--- src/rtl/mitch_log_mult_pipe_if.sv ---
// Streaming bundle for mitch_log_mult_pipe: operand-pair input channel and
// product output channel, both valid/ready.
//   master : the side that feeds operands and consumes products
//   slave  : the multiplier itself
interface mitch_log_mult_pipe_if #(
  parameter int N = 16
);
  logic           in_valid;
  logic           in_ready;
  logic [N-1:0]   x;
  logic [N-1:0]   y;
  logic           out_valid;
  logic           out_ready;
  logic [2*N-1:0] p;

  modport master (
    output in_valid, x, y, out_ready,
    input  in_ready, out_valid, p
  );

  modport slave (
    input  in_valid, x, y, out_ready,
    output in_ready, out_valid, p
  );
endinterface

--- src/rtl/mitch_log_mult_pipe.sv ---
// mitch_log_mult_pipe: three-stage Mitchell approximate logarithmic multiplier,
// unsigned NxN -> 2N, fractions truncated to W bits after leading-one detection.
// Stage p0 holds leading-one results, p1 the log-domain sum, p2 the antilog
// product. Each stage has its own valid; a stage loads when it is empty or its
// successor loads on the same edge, so bubbles collapse and a full pipe still
// moves one item per cycle.
// Build option: define ELM_LSB_SET_EN to force the LSB of each non-zero
// operand's truncated fraction to 1 (error-compensated ELM variant).
module mitch_log_mult_pipe #(
  parameter int N = 16,
  parameter int W = 6
) (
  input logic                  clk,
  input logic                  rst,
  mitch_log_mult_pipe_if.slave bus
);

  localparam int KW = $clog2(N);
  localparam int SW = KW + 1;

  // Position of the most significant set bit (0 for an all-zero operand).
  function automatic logic [KW-1:0] lod_k(input logic [N-1:0] v);
    logic [KW-1:0] k;
    k = '0;
    for (int i = 0; i < N; i++) begin
      if (v[i]) k = KW'(i);
    end
    return k;
  endfunction

  // Bits below the leading one, left-aligned, top W kept (truncation).
  function automatic logic [W-1:0] lod_f(input logic [N-1:0] v, input logic [KW-1:0] k);
    logic [W-1:0] f;
    f = W'((v << (KW'(N - 1) - k)) >> (N - 1 - W));
`ifdef ELM_LSB_SET_EN
    if (v != '0) f[0] = 1'b1;
`endif
    return f;
  endfunction

  // Antilog: mantissa 1.S (or S with one extra shift on carry), shifted by
  // k and floored back by W fraction bits; zero operands force 0.
  function automatic logic [2*N-1:0] antilog(input logic [W:0] s,
                                              input logic [SW-1:0] k,
                                              input logic zero);
    logic [W:0]       mant;
    logic [SW-1:0]    sh;
    logic [2*N+W-1:0] wide;
    mant = s[W] ? s : {1'b1, s[W-1:0]};
    sh   = s[W] ? k + SW'(1) : k;
    wide = {{(2*N-1){1'b0}}, mant} << sh;
    return zero ? '0 : (2*N)'(wide >> W);
  endfunction

  logic vld_p0, vld_p1, vld_p2;
  logic ld_p0, ld_p1, ld_p2;

  logic [KW-1:0]  kx_p0, ky_p0;
  logic [W-1:0]   fx_p0, fy_p0;
  logic           zero_p0;
  logic [SW-1:0]  k_p1;
  logic [W:0]     s_p1;
  logic           zero_p1;
  logic [2*N-1:0] p_p2;

  // Load enables ripple back from the output so a draining pipe accepts input.
  always_comb begin
    ld_p2 = !vld_p2 || bus.out_ready;
    ld_p1 = !vld_p1 || ld_p2;
    ld_p0 = !vld_p0 || ld_p1;
  end

  assign bus.in_ready  = ld_p0;
  assign bus.out_valid = vld_p2;
  assign bus.p         = p_p2;

  // Stage valids advance with their load enables; reset empties the pipe.
  always_ff @(posedge clk or posedge rst) begin
    if (rst) begin
      vld_p0 <= 1'b0;
      vld_p1 <= 1'b0;
      vld_p2 <= 1'b0;
    end else begin
      if (ld_p0) vld_p0 <= bus.in_valid;
      if (ld_p1) vld_p1 <= vld_p0;
      if (ld_p2) vld_p2 <= vld_p1;
    end
  end

  // ---- stage p0: leading-one detection and fraction truncation ----
  // Captures LOD results when a new pair is accepted.
  always_ff @(posedge clk) begin
    if (ld_p0 && bus.in_valid) begin
      kx_p0   <= lod_k(bus.x);
      ky_p0   <= lod_k(bus.y);
      fx_p0   <= lod_f(bus.x, lod_k(bus.x));
      fy_p0   <= lod_f(bus.y, lod_k(bus.y));
      zero_p0 <= (bus.x == '0) || (bus.y == '0);
    end
  end

  // ---- stage p1: log-domain addition ----
  // Adds characteristics and fractions when stage p0 hands over an item.
  always_ff @(posedge clk) begin
    if (ld_p1 && vld_p0) begin
      k_p1    <= {1'b0, kx_p0} + {1'b0, ky_p0};
      s_p1    <= {1'b0, fx_p0} + {1'b0, fy_p0};
      zero_p1 <= zero_p0;
    end
  end

  // ---- stage p2: antilog shifter, drives the output ----
  // Product only changes when a real item moves in, so it holds under stall.
  always_ff @(posedge clk or posedge rst) begin
    if (rst) begin
      p_p2 <= '0;
    end else if (ld_p2 && vld_p1) begin
      p_p2 <= antilog(s_p1, k_p1, zero_p1);
    end
  end

endmodule
--- src/flat_wrapper.sv ---
// flat-port wrapper written by rule: the top's interface ports become plain ports
module mitch_log_mult_pipe_flat 
#(
  parameter int N = 16,
  parameter int W = 6
)
  (clk, rst, bus_in_valid, bus_x, bus_y, bus_out_ready, bus_in_ready, bus_out_valid, bus_p);
  mitch_log_mult_pipe_if #(.N(N)) bus_i ();
  input logic clk;
  input logic rst;
  input wire logic [$bits(bus_i.in_valid)-1:0] bus_in_valid;
  input wire logic [$bits(bus_i.x)-1:0] bus_x;
  input wire logic [$bits(bus_i.y)-1:0] bus_y;
  input wire logic [$bits(bus_i.out_ready)-1:0] bus_out_ready;
  output wire logic [$bits(bus_i.in_ready)-1:0] bus_in_ready;
  output wire logic [$bits(bus_i.out_valid)-1:0] bus_out_valid;
  output wire logic [$bits(bus_i.p)-1:0] bus_p;
  assign bus_i.in_valid = bus_in_valid;
  assign bus_i.x = bus_x;
  assign bus_i.y = bus_y;
  assign bus_i.out_ready = bus_out_ready;
  assign bus_in_ready = bus_i.in_ready;
  assign bus_out_valid = bus_i.out_valid;
  assign bus_p = bus_i.p;
  mitch_log_mult_pipe #(.N(N), .W(W)) u_core (.clk(clk), .rst(rst), .bus(bus_i));
endmodule
--- config.mk ---
export PLATFORM = sky130hd
export DESIGN_NAME = mitch_log_mult_pipe_flat
export DESIGN_NICKNAME = d
export VERILOG_FILES = /design/src/rtl/mitch_log_mult_pipe_if.sv /design/src/rtl/mitch_log_mult_pipe.sv /design/src/flat_wrapper.sv
export SDC_FILE = /design/constraint.sdc
export NUM_CORES = 1
export LEC_CHECK = 0
export BUFFER_PORTS_ARGS = -buffer_cell sky130_fd_sc_hd__buf_2
export CORE_MARGIN = 2
export CORE_UTILIZATION = 35
export CTS_CLUSTER_SIZE = 24
export DETAILED_ROUTE_END_ITERATION = 6
export GPL_ROUTABILITY_DRIVEN = 0
export PLACE_DENSITY = 0.58
export SLEW_MARGIN = 20
export SYNTH_ARGS = -nofsm -noshare
export SYNTH_HDL_FRONTEND = slang
export SYNTH_SLANG_ARGS = --single-unit
--- constraint.sdc ---
create_clock -name clk -period 2.15 [get_ports clk]
set_input_delay 0.215 -clock clk [delete_from_list [all_inputs] [get_ports clk]]
set_output_delay 0.215 -clock clk [all_outputs]
set_load 0.01 [all_outputs]
### Word level (Yosys, flattened, before mapping)

Index checks and enable logic that the tools add are counted.

* add/subtract/negate cells: 5
* shift operators: 3
* muxes and demuxes: 34
* reductions and logical operators: 12

Operator list (number)
* 2-to-1 mux 4 bit: 23
* left shift 7 x 5 -> 38 bit: 1
* zero test 16 bit: 2
* 2-to-1 mux 32 bit: 1
* left shift 16 x 4 -> 15 bit: 2
* 2-to-1 mux 3 bit: 4
* subtractor 4 bit, first input constant: 2
* adder 6 x 6 -> 7 bit: 1
* 2-to-1 mux 2 bit: 3
* adder 4 x 4 -> 5 bit: 1
* adder 5 x 1 -> 5 bit, second input constant: 1
* 2-to-1 mux 5 bit: 1
* logical OR 1 bit: 4
* logical AND 1 bit: 3
* zero test 1 bit: 3
* 2-to-1 mux 1 bit: 2

* register bits: 69
* bits of input ports: 36
* output and inout bits: 34
* logic and storage cells: 66

### Depth between registers and ports, before layout

Gate-level depths: netlist (run 1).

* depth after elaboration: 18
* mapped depth: 10
* gate-level depth less buffers: 8

### Least setup slack after synthesis (run 1)

Ideal clock, no wire load.

* path kind: input port to flip-flop
* start point: input port bus_y[8]
* end point: register u_core.fy_p0[2] (data pin)
* library setup time: 261 ps
* data arrival time: 1851 ps
* data required time: 1889 ps
* setup slack: 38 ps
* stages on the path: 8
* path buffers: 2
* cell sequence: buf_6 or3b_4 a311oi_4 a31oi_4 buf_6 a221oi_2 a211oi_1 a311o_1

* cells in the longest elaborated chain, start to end: 11

Ends and longest elaborated chain
* from (decl): line flat_wrapper.sv:13 `input wire logic [$bits(bus_i.y)-1:0] bus_y;`
* 2-to-1 mux 4 bit (8 in series)
* 2-to-1 mux 4 bit: line mitch_log_mult_pipe.sv:93 `if (ld_p0 && bus.in_valid) begin`
* subtractor 4 bit: line mitch_log_mult_pipe.sv:34 `f = W'((v << (KW'(N - 1) - k)) >> (N - 1 - W));`
* left shift 16 x 4 -> 15 bit *: line mitch_log_mult_pipe.sv:34
* to (signal assigned): line mitch_log_mult_pipe.sv:97 `fy_p0 <= lod_f(bus.y, lod_k(bus.y));`
* to (decl): line mitch_log_mult_pipe.sv:59 `logic [W-1:0] fx_p0, fy_p0;`

Every way passes the cells marked *; elsewhere a longest branch is shown, timed or not. The select of a mux whose other input is x is not followed.
A chain may end at the register's enable or synchronous reset.

### Worst setup path after layout (run 1)

* start point: register u_core.k_p1[1]
* end point: register u_core.p_p2[18] (netlist: u_core.bus.p[18])

* cells in the longest elaborated chain, start to end: 4

Ends and longest elaborated chain
* from (decl): line mitch_log_mult_pipe.sv:61 `logic [SW-1:0] k_p1;`
* from (signal assigned): line mitch_log_mult_pipe.sv:106 `k_p1 <= {1'b0, kx_p0} + {1'b0, ky_p0};`
* adder 5 x 1 -> 5 bit: line mitch_log_mult_pipe.sv:50 `sh = s[W] ? k + SW'(1) : k;`
* 2-to-1 mux 5 bit *: line mitch_log_mult_pipe.sv:50
* left shift 7 x 5 -> 38 bit *: line mitch_log_mult_pipe.sv:51 `wide = {{(2*N-1){1'b0}}, mant} << sh;`
* 2-to-1 mux 32 bit *: line mitch_log_mult_pipe.sv:52 `return zero ? '0 : (2*N)'(wide >> W);`
* to (signal assigned): line mitch_log_mult_pipe.sv:118 `p_p2 <= antilog(s_p1, k_p1, zero_p1);`
* to (decl): line mitch_log_mult_pipe.sv:64 `logic [2*N-1:0] p_p2;`

Every way passes the cells marked *; elsewhere a longest branch is shown, timed or not.

==> results of run 1 <==
metal layers:
layer | part of all wire, % | vias to the layer above | wire length [um]
li1 | - | 2226 | -
met1 | 43 | 2136 | 5380
met2 | 51 | 131 | 6350
met3 | 4.7 | 16 | 584
met4 | 1.2 | 0 | 146
met5 | 0 | - | 0
synthesized netlist by cell type (3+ instances only):
library cell               count
sky130_fd_sc_hd__a32oi_1       7
sky130_fd_sc_hd__a221o_1       4
sky130_fd_sc_hd__a221oi_1      4
sky130_fd_sc_hd__o21ai_0      53
sky130_fd_sc_hd__clkbuf_1     12
sky130_fd_sc_hd__dfrtp_1      35
sky130_fd_sc_hd__buf_2         6
sky130_fd_sc_hd__buf_4         3
sky130_fd_sc_hd__buf_6         3
sky130_fd_sc_hd__nand2_1      62
sky130_fd_sc_hd__nand4_1       3
sky130_fd_sc_hd__o221ai_1      5
sky130_fd_sc_hd__a21oi_1      33
sky130_fd_sc_hd__mux2_2        7
sky130_fd_sc_hd__a22oi_1       7
sky130_fd_sc_hd__mux2i_1      28
sky130_fd_sc_hd__o22ai_1       4
sky130_fd_sc_hd__nand2b_1      9
sky130_fd_sc_hd__a21o_1        5
sky130_fd_sc_hd__nor2b_1       7
sky130_fd_sc_hd__xnor2_1      10
sky130_fd_sc_hd__edfxtp_1     34
sky130_fd_sc_hd__and2_1        3
sky130_fd_sc_hd__and3_1        3
sky130_fd_sc_hd__nor3_1       11
sky130_fd_sc_hd__o21a_1        6
sky130_fd_sc_hd__or2_2         3
sky130_fd_sc_hd__a22o_1       10
sky130_fd_sc_hd__ha_1         11
sky130_fd_sc_hd__a31oi_1       3
sky130_fd_sc_hd__nand3_1      12
sky130_fd_sc_hd__a32o_1        3
sky130_fd_sc_hd__nor4_1        6
sky130_fd_sc_hd__o21ai_1       3
sky130_fd_sc_hd__nor2_1       45
sky130_fd_sc_hd__inv_1        26
cell type report:
| class | count | share of cell area [%] |
|---|---|---|
| clock inverters | 6 | 1.76 |
| flip-flops and latches | 69 | 30.0 |
| well taps | 176 | 3.49 |
| inverters | 27 | 1.60 |
| multi-input cells | 401 | 43.1 |
| repair buffers | 158 | 16.4 |
| clock buffers | 10 | 3.63 |
cells in the final DEF (no fill, tap or decap), types with 10 or more instances in the layout:
cell and n:
sky130_fd_sc_hd__buf_4 85, sky130_fd_sc_hd__buf_2 69, sky130_fd_sc_hd__ha_1 11, sky130_fd_sc_hd__dfrtp_1 35, sky130_fd_sc_hd__inv_1 26, sky130_fd_sc_hd__nand3_1 12, sky130_fd_sc_hd__nor3_1 11, sky130_fd_sc_hd__o21ai_0 47
sky130_fd_sc_hd__edfxtp_1 34, sky130_fd_sc_hd__a22o_1 10, sky130_fd_sc_hd__a21oi_1 29, sky130_fd_sc_hd__nand2_1 61, sky130_fd_sc_hd__nor2_1 44, sky130_fd_sc_hd__mux2i_1 22
power groups by stage:
stage	clock network, uW	logic, uW	registers [uW]
detailed placement	0	1350	1680
global route	1760	1680	1690
global placement	0	1320	1670
floorplan	0	776	1700
CTS	1700	1380	1650
finish	1660	1530	1670
path summary, 6_finish.rpt:
check / start / end / slack [ns] / cells after the start
worst max-delay path: u_core.k_p1[1]$_DFFE_PP_ / u_core.bus.p[18]$_DFFE_PP0P_ / 0.01 / 8
worst min-delay path: bus_in_valid / u_core.vld_p0$_DFFE_PP0N_ / 0.1 / 2
worst max register to register: u_core.k_p1[1]$_DFFE_PP_ / u_core.bus.p[18]$_DFFE_PP0P_ / 0.01 / 8
worst min register to register: u_core.zero_p0$_DFFE_PP_ / u_core.zero_p1$_DFFE_PP_ / 0.42 / 0
max in group asynchronous: rst / u_core.bus.p[20]$_DFFE_PP0P_ / 1.32 / 4
min in group asynchronous: rst / u_core.bus.p[9]$_DFFE_PP0P_ / 0.52 / 4
stage by stage:
stage | hold WS, ns | TNS (ns)
floorplan | 0.323 | 0
global placement | 0.328 | -0.0799
detailed placement | 0.337 | -0.245
CTS | 0.0940 | 0
global route | 0.108 | -0.292
finish | 0.0959 | 0
logic make-up after synthesis:
family,Yosys count
compound gates,169
simple gates,172
fa+ha+maj,13
mux,35
buf+inv,51
flops,69
xor+xnor,12
worst reg2reg max path: stages, from the launching register on:
cell and delay [ns]:
sky130_fd_sc_hd__edfxtp_1 0.39, sky130_fd_sc_hd__ha_1 0.32, sky130_fd_sc_hd__mux2i_1 0.18, sky130_fd_sc_hd__buf_6 0.20, sky130_fd_sc_hd__mux2i_4 0.31, sky130_fd_sc_hd__nand2_2 0.10
sky130_fd_sc_hd__o21ai_2 0.10, sky130_fd_sc_hd__a21oi_2 0.11, sky130_fd_sc_hd__a221o_1 0.31
registers in the layout, indices dropped and copies added, names as in the netlist:
name and flops:
u_core.s_p1 7, u_core.vld_p1 1, u_core.kx_p0 4, u_core.bus.p 32, u_core.fy_p0 6, u_core.bus.out_valid 1, u_core.zero_p0 1, u_core.vld_p0 1
u_core.k_p1 5, u_core.fx_p0 6, u_core.ky_p0 4, u_core.zero_p1 1
repair_timing:
item / in CTS / in global routing
gates resized for setup: 2 / 28
setup endpoints to repair: 3 / 26
setup buffers: 3 / 2
pin swaps: 0 / 5
hold buffers: 1 / 0
endpoints found under the hold margin: 35 / 0
==> impl_metrics.toml, run 1 <==
[status]
status = "finished clean"

[synthesis]
synthSimpleGateAreaFrac_pct = 16.7
synth.area.mux_share_pct = 7.58
netlist-cell-type-count = 64
synthesis.yosys.warnings = 0
combinational_family_with_the_most_area_after_synthesis = "compound AO/OA/AOI/OAI gates"
yosys_register_bits = 69
synth-compound-area-share_pct = 24.8
syn-mean-instance-area_um2 = 9.09
postSynth.topFlopCell = "sky130_fd_sc_hd__dfrtp_1"
post_synth_instance_area_um2 = 4740
synth.yosys.seq_area_share_pct = 40.0
yosys.area.top_type = "sky130_fd_sc_hd__edfxtp_1"
synth_edf_count = 34
synth_xor_xnor_area_share_pct = 2.22
ys_top_cells_by_area = "sky130_fd_sc_hd__edfxtp_1, sky130_fd_sc_hd__dfrtp_1, sky130_fd_sc_hd__mux2i_1"
synth_largest_type_area_fraction_pct = 21.5
synth_adder_area_share_pct = 3.75
syn_inst = 521
synthArstFlopShare_pct = 50.7
synth_fp_nets = 570

[cells_and_area]
fillerInstances = 1281
drive_above_1_share_pct = 31.3
multi_input_area_um2 = 2720
layout-area-overhead-vs-synth_pct = 33.3
num_antenna_cells = 0
finish.instance_area_um2 = 6320
final_core_occ_pct = 47.7
layoutNonFillerInstCount = 847
storage_cell_area_um2 = 1900
final_net_count = 715

[worst_setup_path]
timing.critical_path.from_type = "flop"
crit_family = "compound AO/OA/AOI/OAI gates"
setup.worst_path.class = "reg2reg"
timing.critical_path.slowest_stage_cell = "sky130_fd_sc_hd__edfxtp_1"
cp_max_fo = 8
cp_num_buf_inv = 1
worst-endpoint-required_ns = 2.36
worst-endpoint-arrival_ns = 2.35
critical_path.cell_chain = "ha_1 > mux2i_1 > buf_6 > mux2i_4 > nand2_2 > o21ai_2 > a21oi_2 > a221o_1"
critPathMaxStageDelay_ns = 0.39
cp-end-kind = "flop"

[global_route]
grt.met3_usage_pct = 2.69
grt_first_pass_wirelength_um = 20400
grt_start_max_net_pins = 36
antenna_violations_before_repair = 0
grt_pass1_vias = 4326
globalRoute.busiestLayer = "met2"
global_route.usage.met2_pct = 30.6
global_route.usage.met1_pct = 21.6
grt_overflow = 0
total_routing_usage_reported_by_global_routing_pct = 17.2

[place]
dpl_cell_area_um2 = 5810
dp_worst_setup_slack_ns = -0.0693
portBuffers = 69
detailed_place_hpwl_um = 9670
placed_cells_incl_taps = 825

[die]
fp.dieArea_um2 = 14500
fp_rows = 42
floorplan.io_pins = 70
initial_utilization_pct = 35.8
die_x_um = 120
core_um2 = 13200
fp.dieH_um = 120

[detailed_routing]
detail_route.drc_violations = 0
detail_route.vias_per_cell = 5.32
dr.pass1.iters = 7
via_count = 4509
routed_wire_length_per_instance_um = 14.7
ant_nets = 0
wirelength_um = 12500
detail_route.iter0.violations = 375

[clocking]
htree_levels = 3
clk_latency_ns = 0.33
ctsRootBufferMaster = "sky130_fd_sc_hd__clkbuf_16"
cts_tree = "done"
cts.sink_count = 69
cts_inserted_buffers = 9
clk_path_buf_depth = 2
clk_pin_slew_worst_paths_ns = 0.05

[sta]
max-slew-margin-rel_pct = 63.7
skew_final_ns = 0.00478
finalHoldViolations = 0
post-route-min-period_ns = 2.14
max_clk_rate_mhz = 468
fin_ws_ns = 0.0137
tightestPinTransition_ns = 0.541
slew_viol_final = 0
final_setup_violation_count = 0
unrepaired_setup_endpoints_after_global_routing = "yes"
post-route-period-util_pct = 99.4

[power_and_ir_drop]
p_clk_share_pct = 34.2
power.combinational.fraction_pct = 31.5
pwr_density_cell_nw_per_um2 = 770
switching_power_uw = 1470
p_seq_share_pct = 34.3
switching_share_pct = 30.1
leakagePower_uw = 0.00280
vdd_drop_max_mv = 0.348
power_uw = 4860
cellInternalPower_uw = 3400

[flow_run]
drv_cap = 0

[worst_hold_path]
holdCritPathClass = "in2reg"
Power figures use the tool's default switching activity.
==> inputs of run 2 (changes only) <==
--- a/config.mk
+++ b/config.mk
@@ -7,11 +7,12 @@
 export LEC_CHECK = 0
 export BUFFER_PORTS_ARGS = -buffer_cell sky130_fd_sc_hd__buf_2
 export CORE_MARGIN = 2
-export CORE_UTILIZATION = 35
+export CORE_UTILIZATION = 52
 export CTS_CLUSTER_SIZE = 24
 export DETAILED_ROUTE_END_ITERATION = 6
 export GPL_ROUTABILITY_DRIVEN = 0
-export PLACE_DENSITY = 0.58
+export PLACE_DENSITY = 0.8
+export RECOVER_POWER = 25
 export SLEW_MARGIN = 20
 export SYNTH_ARGS = -nofsm -noshare
 export SYNTH_HDL_FRONTEND = slang
==> impl_metrics.toml, run 2 (synthesized netlist as in run 1, its figures left out) <==
[place]
dp_worst_setup_slack_ns = -0.126
placed_cells_incl_taps = 737
portBuffers = 69
detailed_place_hpwl_um = 9360

[clocking]
htree_levels = 3
cts.sink_count = 69
cts_inserted_buffers = 9
cts_tree = "done"
clk_pin_slew_worst_paths_ns = 0.08
ctsRootBufferMaster = "sky130_fd_sc_hd__clkbuf_8"
clk_latency_ns = 0.35
clk_path_buf_depth = 2

[detailed_routing]
ant_nets = 0
via_count = 4618
routed_wire_length_per_instance_um = 16.3
wirelength_um = 12400
detail_route.iter0.violations = 211
dr.pass1.iters = 6
detail_route.vias_per_cell = 6.10
detail_route.drc_violations = 0

[die]
floorplan.io_pins = 70
fp_rows = 34
initial_utilization_pct = 54.1
core_um2 = 8760
die_x_um = 99.5
fp.dieArea_um2 = 9890
fp.dieH_um = 99.5

[global_route]
antenna_violations_before_repair = 0
grt_overflow = 0
total_routing_usage_reported_by_global_routing_pct = 24.8
grt_start_max_net_pins = 36
grt_first_pass_wirelength_um = 20000
grt_pass1_vias = 4285

[sta]
post-route-period-util_pct = 103
skew_final_ns = 0.0125
fin_ws_ns = -0.0624
max-slew-margin-rel_pct = 45.4
final_setup_violation_count = 11
post-route-min-period_ns = 2.21
slew_viol_final = 0
max_clk_rate_mhz = 452
finalHoldViolations = 0
unrepaired_setup_endpoints_after_global_routing = "yes"
fin_setup_tns_ns = -0.288
tightestPinTransition_ns = 0.819

[worst_setup_path]
critical_path.cell_chain = "ha_1 > mux2i_1 > buf_4 > mux2i_4 > mux2i_4 > a22o_1 > a22o_1"
cp_max_fo = 5
critPathMaxStageDelay_ns = 0.41
cp_num_buf_inv = 1
timing.critical_path.from_type = "flop"
timing.critical_path.slowest_stage_cell = "sky130_fd_sc_hd__edfxtp_1"
worst-endpoint-arrival_ns = 2.45
worst_r2r_startpoint = "u_core.k_p1[1]$_DFFE_PP_"
setup.worst_path.class = "reg2reg"
worstSetupStartpoint = "u_core.k_p1[1]$_DFFE_PP_"
cp-end-kind = "flop"
crit_family = "multiplexers"
worst-endpoint-required_ns = 2.38

[cells_and_area]
final_cell_mix = "sky130_fd_sc_hd__buf_2, sky130_fd_sc_hd__buf_4, sky130_fd_sc_hd__nand2_1"
fillerInstances = 701
layout_commonest_cell = "sky130_fd_sc_hd__buf_2"
layoutNonFillerInstCount = 757
num_antenna_cells = 0
final_net_count = 693
multi_input_area_um2 = 2730
storage_cell_area_um2 = 1900
largest_register_ffs = 32
final_core_occ_pct = 67.8
drive_above_1_share_pct = 30.2
layout-area-overhead-vs-synth_pct = 25.5

[power_and_ir_drop]
pwr_density_cell_nw_per_um2 = 726
leakagePower_uw = 0.00265
vdd_drop_max_mv = 0.319
power_uw = 4320

[worst_hold_path]
holdCritStartpoint = "bus_in_valid"
holdCritPathClass = "in2reg"

[status]
failing_checks = "setup timing"
status = "complete, but fails checks"

[flow_run]
drv_cap = 0
[run 2: metrics by stage]
step | area [um2] | hold WS, ns
floorplan | 4740 | 0.323
global placement | 5560 | 0.319
detailed placement | 5560 | 0.327
CTS | 5810 | 0.0401
global route | 5940 | 0.0518
finish | 5940 | 0.0573
[run 2: path summary, 6_finish.rpt]
path,to,slack (ns),depth (start not counted)
worst min register to register,u_core.zero_p1$_DFFE_PP_,0.44,0
worst max-delay path,u_core.bus.p[23]$_DFFE_PP0P_,-0.06,7
worst max register to register,u_core.bus.p[23]$_DFFE_PP0P_,-0.06,7
worst min-delay path,u_core.vld_p0$_DFFE_PP0N_,0.06,2
min in group asynchronous,u_core.bus.p[21]$_DFFE_PP0P_,0.64,4
max in group asynchronous,u_core.bus.p[28]$_DFFE_PP0P_,0.99,4
[run 2: cell type report]
cell class | count | share of cell area (%)
multi-input cells | 401 | 45.9
flip-flops and latches | 69 | 31.9
well taps | 108 | 2.27
repair buffers | 136 | 14.4
inverters | 27 | 1.70
clock buffers | 10 | 2.50
clock inverters | 6 | 1.28
[run 2: repair_timing]
item / in CTS / in global routing
cloned: 0 / 1
pin swaps: 0 / 12
resized for setup: 3 / 33
buffers inserted: 0 / 2
endpoints found under the setup margin: 6 / 27
hold endpoints to repair: 35 / 0
hold buffers: 1 / 0
[run 2: where the power goes]
group          internal, uW  leakage [uW]  switching [uW]  total (uW)
clock                   626      0.000115             533        1160
sequential             1570      0.000783             107        1670
combinational           644       0.00175             841        1490
total                  2840       0.00265            1480        4320
[run 2: per-layer routing]
layer | vias to the layer above | wire length (um) | track usage [%]
li1 | 2183 | - | -
met1 | 2180 | 4750 | 29.1
met2 | 222 | 6460 | 45.6
met3 | 33 | 786 | 4.22
met4 | 0 | 357 | 8.75
met5 | - | 0 | 0
[run 2: worst register-to-register path, cell delays in order, from the launching register on]
cell and delay [ns]:
sky130_fd_sc_hd__edfxtp_1 0.41, sky130_fd_sc_hd__ha_1 0.33, sky130_fd_sc_hd__mux2i_1 0.22, sky130_fd_sc_hd__buf_4 0.24
sky130_fd_sc_hd__mux2i_4 0.31, sky130_fd_sc_hd__mux2i_4 0.13, sky130_fd_sc_hd__a22o_1 0.24, sky130_fd_sc_hd__a22o_1 0.21
